<file path="src/rtl/seg_display_pkg.sv">
// -----------------------------------------------------------------------------
// seg_display_pkg
// Shared definitions for the multiplexed 7-segment display driver:
//   - segment bit positions inside a segment byte {a,b,c,d,e,f,g,dp}
//   - 16-entry hex-to-segment table (active-high, dp bit clear)
//   - digits-per-bank helper
// -----------------------------------------------------------------------------
package seg_display_pkg;

    // Bit index of each segment within a segment byte.
    localparam int SEG_A  = 7;
    localparam int SEG_B  = 6;
    localparam int SEG_C  = 5;
    localparam int SEG_D  = 4;
    localparam int SEG_E  = 3;
    localparam int SEG_F  = 2;
    localparam int SEG_G  = 1;
    localparam int SEG_DP = 0;

    // HEX_SEG[n] is the active-high pattern for hex digit n (element 0 is
    // the rightmost entry of the concatenation).
    localparam logic [15:0][7:0] HEX_SEG = {
        8'h8E, 8'h9E, 8'h7A, 8'h9C,   // F E d C
        8'h3E, 8'hEE, 8'hF6, 8'hFE,   // b A 9 8
        8'hE0, 8'hBE, 8'hB6, 8'h66,   // 7 6 5 4
        8'hF2, 8'hDA, 8'h60, 8'hFC    // 3 2 1 0
    };

    // Digits driven by each segment bank.
    function automatic int calc_dpb(input int num_digits, input int banks);
        return num_digits / banks;
    endfunction

endpackage

</file>
<file path="src/rtl/seg7_decode.sv">
// -----------------------------------------------------------------------------
// seg7_decode
// Combinational hex-to-7-segment decoder for one digit.
//   hex   : 4-bit digit value
//   blank : 1 forces all of a..g off
//   dp    : lights the decimal point (independent of blank)
//   seg   : active-high segments {a,b,c,d,e,f,g,dp}
// -----------------------------------------------------------------------------
module seg7_decode
    import seg_display_pkg::*;
(
    input  logic [3:0] hex,
    input  logic       blank,
    input  logic       dp,
    output logic [7:0] seg
);

    always_comb begin
        seg         = blank ? 8'h00 : HEX_SEG[hex];
        seg[SEG_DP] = seg[SEG_DP] | dp;
    end

endmodule

</file>
<file path="src/rtl/seg_scan_display.sv">
// -----------------------------------------------------------------------------
// seg_scan_display
// Multiplexed, parametrised 7-segment driver with internal scan prescaler,
// frame-coherent input snapshot, leading-zero blanking, per-digit decimal
// points, 8-level PWM brightness and selectable output polarity.
//
// Ports:
//   clk, rst    : system clock, asynchronous active-high reset
//   en          : display enable (0 = all selects inactive)
//   data_in     : hex word, digit i = data_in[4i+3:4i]
//   dp_mask     : bit i lights the dp of digit i
//   blank_en    : leading-zero blanking enable
//   brightness  : duty level 0..7 (7 = full on)
//   seg_cs      : digit selects, one active per bank at most
//   seg_data    : bank b segments at [8b+7:8b], {a,b,c,d,e,f,g,dp}
//   frame_tick  : one-cycle pulse in the first cycle of a new snapshot's frame
// -----------------------------------------------------------------------------
module seg_scan_display
    import seg_display_pkg::*;
#(
    parameter int NUM_DIGITS     = 8,
    parameter int BANKS          = 2,
    parameter int DIV_LOG2       = 16,
    parameter int CS_ACTIVE_LOW  = 0,
    parameter int SEG_ACTIVE_LOW = 0
) (
    input  logic                    clk,
    input  logic                    rst,
    input  logic                    en,
    input  logic [4*NUM_DIGITS-1:0] data_in,
    input  logic [NUM_DIGITS-1:0]   dp_mask,
    input  logic                    blank_en,
    input  logic [2:0]              brightness,
    output logic [NUM_DIGITS-1:0]   seg_cs,
    output logic [8*BANKS-1:0]      seg_data,
    output logic                    frame_tick
);

    localparam int DPB   = calc_dpb(NUM_DIGITS, BANKS);
    localparam int IDX_W = (DPB > 1) ? $clog2(DPB) : 1;

    localparam logic [DIV_LOG2-1:0]   P_MAX   = '1;
    localparam logic [IDX_W-1:0]      IDX_MAX = IDX_W'(DPB - 1);
    localparam logic [NUM_DIGITS-1:0] CS_OFF  = (CS_ACTIVE_LOW  != 0) ? '1 : '0;
    localparam logic [8*BANKS-1:0]    SEG_OFF = (SEG_ACTIVE_LOW != 0) ? '1 : '0;

    logic [DIV_LOG2-1:0]     p_reg;
    logic [IDX_W-1:0]        idx_reg;
    logic [4*NUM_DIGITS-1:0] snap_data_reg;
    logic [NUM_DIGITS-1:0]   snap_dp_reg;
    logic                    snap_blank_reg;
    logic                    frame_tick_reg;
    logic [NUM_DIGITS-1:0]   seg_cs_reg;
    logic [8*BANKS-1:0]      seg_data_reg;

    logic                    frame_end;
    logic                    duty_on;
    logic [NUM_DIGITS-1:0]   digit_zero;
    logic [NUM_DIGITS-1:0]   tail_zero;
    logic [NUM_DIGITS-1:0]   blank_vec;
    logic [NUM_DIGITS-1:0]   seg_cs_next;
    logic [8*BANKS-1:0]      seg_data_next;

    assign frame_end = (p_reg == P_MAX) && (idx_reg == IDX_MAX);

    // PWM: the top three prescaler bits split each slot into eighths.
    assign duty_on = (p_reg[DIV_LOG2-1 -: 3] <= brightness);

    // tail_zero[i] = snapshot digits i..NUM_DIGITS-1 are all zero.
    generate
        for (genvar gi = 0; gi < NUM_DIGITS; gi++) begin : g_blank
            assign digit_zero[gi] = (snap_data_reg[4*gi +: 4] == 4'h0);
            if (gi == NUM_DIGITS - 1) begin : g_top
                assign tail_zero[gi] = digit_zero[gi];
            end else begin : g_chain
                assign tail_zero[gi] = digit_zero[gi] & tail_zero[gi+1];
            end
            if (gi == 0) begin : g_d0
                assign blank_vec[gi] = 1'b0;        // units digit always shown
            end else begin : g_dn
                assign blank_vec[gi] = snap_blank_reg & tail_zero[gi];
            end
        end
    endgenerate

    // Per bank: pick the digit addressed by idx, decode it, build its selects.
    generate
        for (genvar gi = 0; gi < BANKS; gi++) begin : g_bank
            logic [3:0]     sel_hex;
            logic           sel_blank;
            logic           sel_dp;
            logic [DPB-1:0] cs_bank;
            logic [7:0]     bank_seg;

            always_comb begin
                sel_hex   = 4'h0;
                sel_blank = 1'b0;
                sel_dp    = 1'b0;
                cs_bank   = '0;
                for (int k = 0; k < DPB; k++) begin
                    if (idx_reg == IDX_W'(k)) begin
                        sel_hex    = snap_data_reg[4*(gi*DPB + k) +: 4];
                        sel_blank  = blank_vec[gi*DPB + k];
                        sel_dp     = snap_dp_reg[gi*DPB + k];
                        cs_bank[k] = en & duty_on;
                    end
                end
            end

            seg7_decode u_decode (
                .hex   (sel_hex),
                .blank (sel_blank),
                .dp    (sel_dp),
                .seg   (bank_seg)
            );

            assign seg_cs_next[gi*DPB +: DPB] = cs_bank;
            assign seg_data_next[8*gi +: 8]   = bank_seg;
        end
    endgenerate

    always_ff @(posedge clk or posedge rst) begin
        if (rst) begin
            p_reg          <= '0;
            idx_reg        <= '0;
            snap_data_reg  <= '0;
            snap_dp_reg    <= '0;
            snap_blank_reg <= 1'b0;
            frame_tick_reg <= 1'b0;
            seg_cs_reg     <= CS_OFF;
            seg_data_reg   <= SEG_OFF;
        end else begin
            p_reg <= p_reg + 1'b1;
            if (p_reg == P_MAX) begin
                idx_reg <= (idx_reg == IDX_MAX) ? '0 : idx_reg + 1'b1;
            end
            if (frame_end) begin
                snap_data_reg  <= data_in;
                snap_dp_reg    <= dp_mask;
                snap_blank_reg <= blank_en;
            end
            frame_tick_reg <= frame_end;
            // Selects and data come from the same (p, idx), so a slot change
            // moves both in one edge and never overlaps two selects.
            seg_cs_reg     <= seg_cs_next ^ CS_OFF;
            seg_data_reg   <= seg_data_next ^ SEG_OFF;
        end
    end

    assign seg_cs     = seg_cs_reg;
    assign seg_data   = seg_data_reg;
    assign frame_tick = frame_tick_reg;

endmodule

</file>
<file path="config.mk">
export PLATFORM = sky130hd
export DESIGN_NAME = seg_scan_display
export DESIGN_NICKNAME = d
export VERILOG_FILES = /design/src/rtl/seg_display_pkg.sv /design/src/rtl/seg7_decode.sv /design/src/rtl/seg_scan_display.sv
export SDC_FILE = /design/constraint.sdc
export NUM_CORES = 1
export LEC_CHECK = 0
export ABC_AREA = 1
export ABC_CLOCK_PERIOD_IN_PS = 3500
export BUFFER_PORTS_ARGS = -buffer_cell sky130_fd_sc_hd__buf_2
export CAP_MARGIN = 20
export CORE_MARGIN = 2
export CORE_UTILIZATION = 41
export DETAILED_ROUTE_END_ITERATION = 12
export GPL_TIMING_DRIVEN = 0
export PLACE_DENSITY_LB_ADDON = 0.05
export SLEW_MARGIN = 20
export SYNTH_ARGS = -nofsm -noshare
export SYNTH_HDL_FRONTEND = slang
export SYNTH_SLANG_ARGS = --single-unit
</file>
<file path="constraint.sdc">
create_clock -name clk -period 3.5 [get_ports clk]
set_input_delay 0.7 -clock clk [delete_from_list [all_inputs] [get_ports clk]]
set_output_delay 0.7 -clock clk [all_outputs]
set_load 0.005 [all_outputs]
</file>
-- Word level (Yosys, flattened, before mapping)
Memories as Yosys holds them, arrays and structs flattened.
Cells that the tools add are included.
- register bits after elaboration: 84
- bits in read-only memories: 256
- input port bits: 47
- output and inout bits: 25
- logic and storage cells: 76
- memories: 2
- $add $sub $neg: 2
- magnitude comparators: 3
- equal/unequal tests: 4
- mux-type cells: 32
- bitwise logic cells: 16
- reductions and logical operators: 9
- memory list (name ; depth ; bits a word ; rd ports ; clocked after memory_dff ; write ports ; RTL line ; RTL):
    (name not given) ; 16 ; 8 ; 1 ; 0 ; 0 ; seg7_decode.sv:19 ; seg = blank ? 8'h00 : HEX_SEG[hex];
    (name not given) ; 16 ; 8 ; 1 ; 0 ; 0 ; seg7_decode.sv:19 ;
- operator list (operator ; number):
    $mux 4 ; 8
    $mux 8 ; 4
    $logic_not 4->1 ; 7
    $mux 1 ; 19
    $add 16x1->16 const B ; 1
    $eq 16x16->1 const B ; 1
    $and 1x1->1 ; 14
    $lt 4x5->1 const B ; 2
    $eq 2x2->1 const B ; 2
    $le 3x3->1 ; 1
    $add 2x1->2 const B ; 1
    $eq 2x1->1 const B ; 1
    $logic_not 2->1 ; 1
    $mux 2 ; 1
    $or 1x1->1 ; 2
    $logic_and 1x1->1 ; 1

-- Longest topological paths before layout
- word-level depth: 13
- gate-level depth with buffers: 15
- mapped depth without buffers: 14

-- Modules after synthesis
From an unflattened synthesis, not the netlist that was laid out.
- cell total of the unflattened synthesis: 544
- area total of the unflattened synthesis: 4295.4 um^2
- by module, submodules not included (module ; instances ; cells an instance ; area an instance (um^2)):
    seg_scan_display ; 1 ; 441 ; 3709.8
    seg7_decode (g_bank[1].u_decode) ; 1 ; 53 ; 307.8
    seg7_decode (g_bank[0].u_decode) ; 1 ; 50 ; 277.8

-- Worst setup path before layout
No wires, ideal clock.
- path kind: register -> register
- from: register idx_reg[0]
- to: register seg_data_reg[12] (netlist: seg_data[12])
- arrival time: 2.041 ns
- path slack: 1.342 ns
- stages on the path, launching flop included: 16
- cell sequence: dfrtp_1 inv_1 ha_1 buf_4 inv_2 buf_2 nor2_1 nor2_1 a21boi_1 inv_1 ha_1 inv_1 nand2_1 nand2_1 nor2_1 nor2_1
- cells in the longest elaborated chain, start to end: 8
- elaborated cells on any way between the ends: 15
- classes of those cells: eq/ne (3); mux (10); reduce/logical (1); memory (1)
- ends and longest elaborated chain (item ; RTL line ; RTL):
    start: declaration ; seg_scan_display.sv:48 ; logic [IDX_W-1:0] idx_reg;
    start signal: assignment ; seg_scan_display.sv:135 ; idx_reg <= (idx_reg == IDX_MAX) ? '0 : idx_reg + 1'b1;
    $logic_not 2->1 ; seg_scan_display.sv:101 ; if (idx_reg == IDX_W'(k)) begin
    $mux 4 (4 in a row) ; seg_scan_display.sv:101 ;
    $mem_v2 16x8 ; -- ;
    $mux 8 (not written as such) ; seg7_decode.sv:19 ;
    $mux 8 * ; seg7_decode.sv:19 ;
    net g_bank[1].bank_seg[4] ; seg_scan_display.sv:93 ; logic [7:0] bank_seg;
    end signal: assignment ; seg_scan_display.sv:146 ; seg_data_reg <= seg_data_next ^ SEG_OFF;
    end: declaration ; seg_scan_display.sv:54 ; logic [8*BANKS-1:0] seg_data_reg;
Mark *: on every way through the listed nets, which the timed path passes. The rest lies on a longest branch. The select of a mux whose other input is x is not followed.
A chain may end at the register's enable or synchronous reset.

-- Final worst setup path
- from: register idx_reg[0]
- to: register seg_data_reg[4] (netlist: seg_data[4])
- cells in the longest elaborated chain, start to end: 8
- elaborated cells on any way between the ends: 14
- classes of those cells: eq/ne (3); mux (9); reduce/logical (1); memory (1)
- ends and longest elaborated chain (item ; RTL line):
    $logic_not 2->1 ; seg_scan_display.sv:101
    $mux 4 (4 in a row) ; seg_scan_display.sv:101
    $mem_v2 16x8 ; --
    $mux 8 (not written as such) ; seg7_decode.sv:19
    $mux 8 * ; seg7_decode.sv:19
    net g_bank[0].bank_seg[4] ; seg_scan_display.sv:93
Marked as above.

==> results.sh <==
export IMPL_cp_arrival_ps=2830
export IMPL_holdBufCountCts=0
export IMPL_n_fill_cell=1043
export IMPL_hp_class="in -> async"
export IMPL_vias=3635
export IMPL_insertion_delay_ps=370
export IMPL_clk_path_buf_depth=2
export IMPL_drv_cap=0
export IMPL_setup_viol=0
export IMPL_first_iter_violations=163
export IMPL_hold_slack_ps=337
export IMPL_grt_max_degree=50
export IMPL_synth_ff_type="dfrtp_1"
export IMPL_yosysMostFrequentCell="nand2_1"
export IMPL_drcViolationCount=0
export IMPL_row_count=37
export IMPL_synthTopCellsByCount="nand2_1, dfrtp_1, nand3_1, nor2_1, inv_1"
export IMPL_die_x_um=106
export IMPL_cp_data_required_time_ps=3760
export IMPL_startpoint_type="register"
export IMPL_grt_pass1_vias=3522
export IMPL_cts_setup_buffers=0
export IMPL_synth_edf_count=0
export IMPL_preCtsSetupSlack_ps=972
export IMPL_synth_top_area_share_pct=46.6
export IMPL_fp_dieH_um=106
export IMPL_hpwl_mm=7.50
export IMPL_htreeDepth=3
export IMPL_pin_count=72
export IMPL_fin_ws_ps=930
export IMPL_synth_cells=540
export IMPL_yosysWarnings=0
export IMPL_initial_utilization_pct=42.0
export IMPL_cp_end_kind="register"
export IMPL_vdd_drop_max_mv=0.148
export IMPL_wire_per_inst_um=13.1
export IMPL_p_leak_nw=2.62
export IMPL_worstReg2RegStart="idx_reg[0]$_DFFE_PP0N_"
export IMPL_critPathMaxFanout=10
export IMPL_antenna_found_initial=0
export IMPL_grt_setup_unrepaired="no"
export IMPL_period_minus_slack_ps=2570
export IMPL_grt_pass1_wl_mm=17.1
export IMPL_clk_pin_slew_ps=80
export IMPL_ant_nets=0
export IMPL_async_flop_share_pct=100
export IMPL_dieArea_um2=11300
export IMPL_path_class="reg -> reg"
export IMPL_cts_sinks=80
export IMPL_syn_area_um2=4300
export IMPL_nNetsFinal=690
export IMPL_syn_to_final_growth_pct=17.3
export IMPL_synth_area_leaders="dfrtp_1, nand2_1, nand3_1, ha_1, nor2_1"
export IMPL_coreArea_um2=10200
export IMPL_cts_buffers=9
export IMPL_synth_seq_area_share_pct=46.6
export IMPL_synth_top_cell_by_area="dfrtp_1"
export IMPL_slew_viol_final=0
export IMPL_drive_gt1_share_pct=20.1
export IMPL_ys_types=33
export IMPL_finClkSkew_ps=11.0
export IMPL_via_per_inst=4.76
export IMPL_antennaDiodeCount=0
export IMPL_largest_reg_flops=32
export IMPL_tritoncts="built"
export IMPL_ys_ff_latch=80
export IMPL_gp_congestion=0.836
export IMPL_io_buffer_count=71
export IMPL_run_status="finished clean"
export IMPL_synth_avg_cell_area_um2=7.95
export IMPL_max_freq_mhz=389
export IMPL_crit_path_start="idx_reg[0]$_DFFE_PP0N_"
export IMPL_hold_viol=0
export IMPL_syn_nets=607
export IMPL_worstMarginPinSlew_ps=520
export IMPL_cts_root_buf="clkbuf_8"
export IMPL_firstDrtPassIters=4
export IMPL_cts_resized=0
export IMPL_p_per_area_nw_per_um2=329
export IMPL_grt_util_all_layers_pct=19.4
export IMPL_grt_ovfl_total=0
export IMPL_setup_tns_final_ps=0
export IMPL_min_period_over_period_pct=73.4
export IMPL_relSlewSlack_pct=65.3
export IMPL_drt_wl_total_mm=10.0
metal layers:
metal  wire (um)  vias up  share of wire, %  GRT usage, %
li1            -     1867                 -             -
met5           0        -                 0             0
met1        5080     1665                51          28.2
met3         483       11               4.8          3.07
met4         177        0               1.8          8.08
met2        4270       92                43          28.8
placed cells by master, fill, tap and decap left out, types with 3 or more instances in the layout:
master	netlist	routed
o21ai_1	9	9
a21oi_1	25	25
clkinv_2	0	3
nand3_1	59	59
o21ai_0	7	7
clkbuf_1	4	5
buf_6	8	8
clkbuf_8	0	9
xor2_1	11	11
or2_2	3	3
dfrtp_1	80	80
ha_1	20	20
nor3_1	4	4
xnor2_1	3	3
buf_2	5	76
inv_2	6	6
buf_4	5	5
inv_1	29	28
nand2_1	198	198
nor2_1	45	45
cells by family after synthesis:
family                     after synthesis  share of synthesized area (%)
and+or+nand+nor                        324                           32.3
AOI/OAI and AO/OA                       44                           5.33
adders and majority gates               20                           5.83
DFF                                     80                           46.6
xor gates and xnor gates                14                           2.85
buffers and inverters                   58                           7.05
power by group:
part / leakage, nW / internal, mW / switching (mW) / total [mW]
logic: 1.69 / 0.0249 / 0.0312 / 0.0561
clock network: 0.0920 / 0.326 / 0.350 / 0.676
registers: 0.835 / 0.924 / 0.000297 / 0.924
metrics by stage:
stage / cells / area [um^2] / power (mW) / utilization [%]
3_3_place_gp: 747 / 4820 / 0.996 / 47.1
5_1_grt: 764 / 5040 / 1.72 / 49.2
2_1_floorplan: 540 / 4300 / 0.961 / -
6_report: 764 / 5040 / 1.66 / 49.2
3_5_place_dp: 748 / 4850 / 1.00 / 47.4
4_1_cts: 764 / 5040 / 1.68 / 49.2
worst max-delay path, cell delays in order, from the launching register on:
cell and delay [ps]:
dfrtp_1 420, inv_1 130, ha_1 150, buf_4 150, buf_2 250, a21oi_1 110
a21boi_1 450, inv_1 160, ha_1 320, inv_1 40, nand2_1 50, nand2_1 70
o21ai_1 120, nor2_1 50
worst paths after layout:
check	depth (start not counted)	slack, ps	endpoint
setup / recovery	13	930	seg_data[4]$_DFF_PP0_
hold / removal	2	340	seg_cs[5]$_DFF_PP0_
setup reg to reg	13	930	seg_data[4]$_DFF_PP0_
hold reg to reg	1	460	p_reg[0]$_DFF_PP0_
max in group asynchronous	3	2590	snap_data_reg[1]$_DFFE_PP0P_
min in group clk	1	460	p_reg[0]$_DFF_PP0_
layout make-up:
class | count | area, um^2 | area share [%]
sequential | 80 | 2000 | 39.7
multi-input combinational | 402 | 1990 | 39.5
timing repair buffer | 72 | 383 | 7.60
buffer | 23 | 171 | 3.40
tap | 136 | 170 | 3.38
inverter | 35 | 134 | 2.66
clock buffer | 10 | 128 | 2.53
clock inverter | 6 | 60.1 | 1.19
No activity file was read; power rests on OpenSTA's default activity.
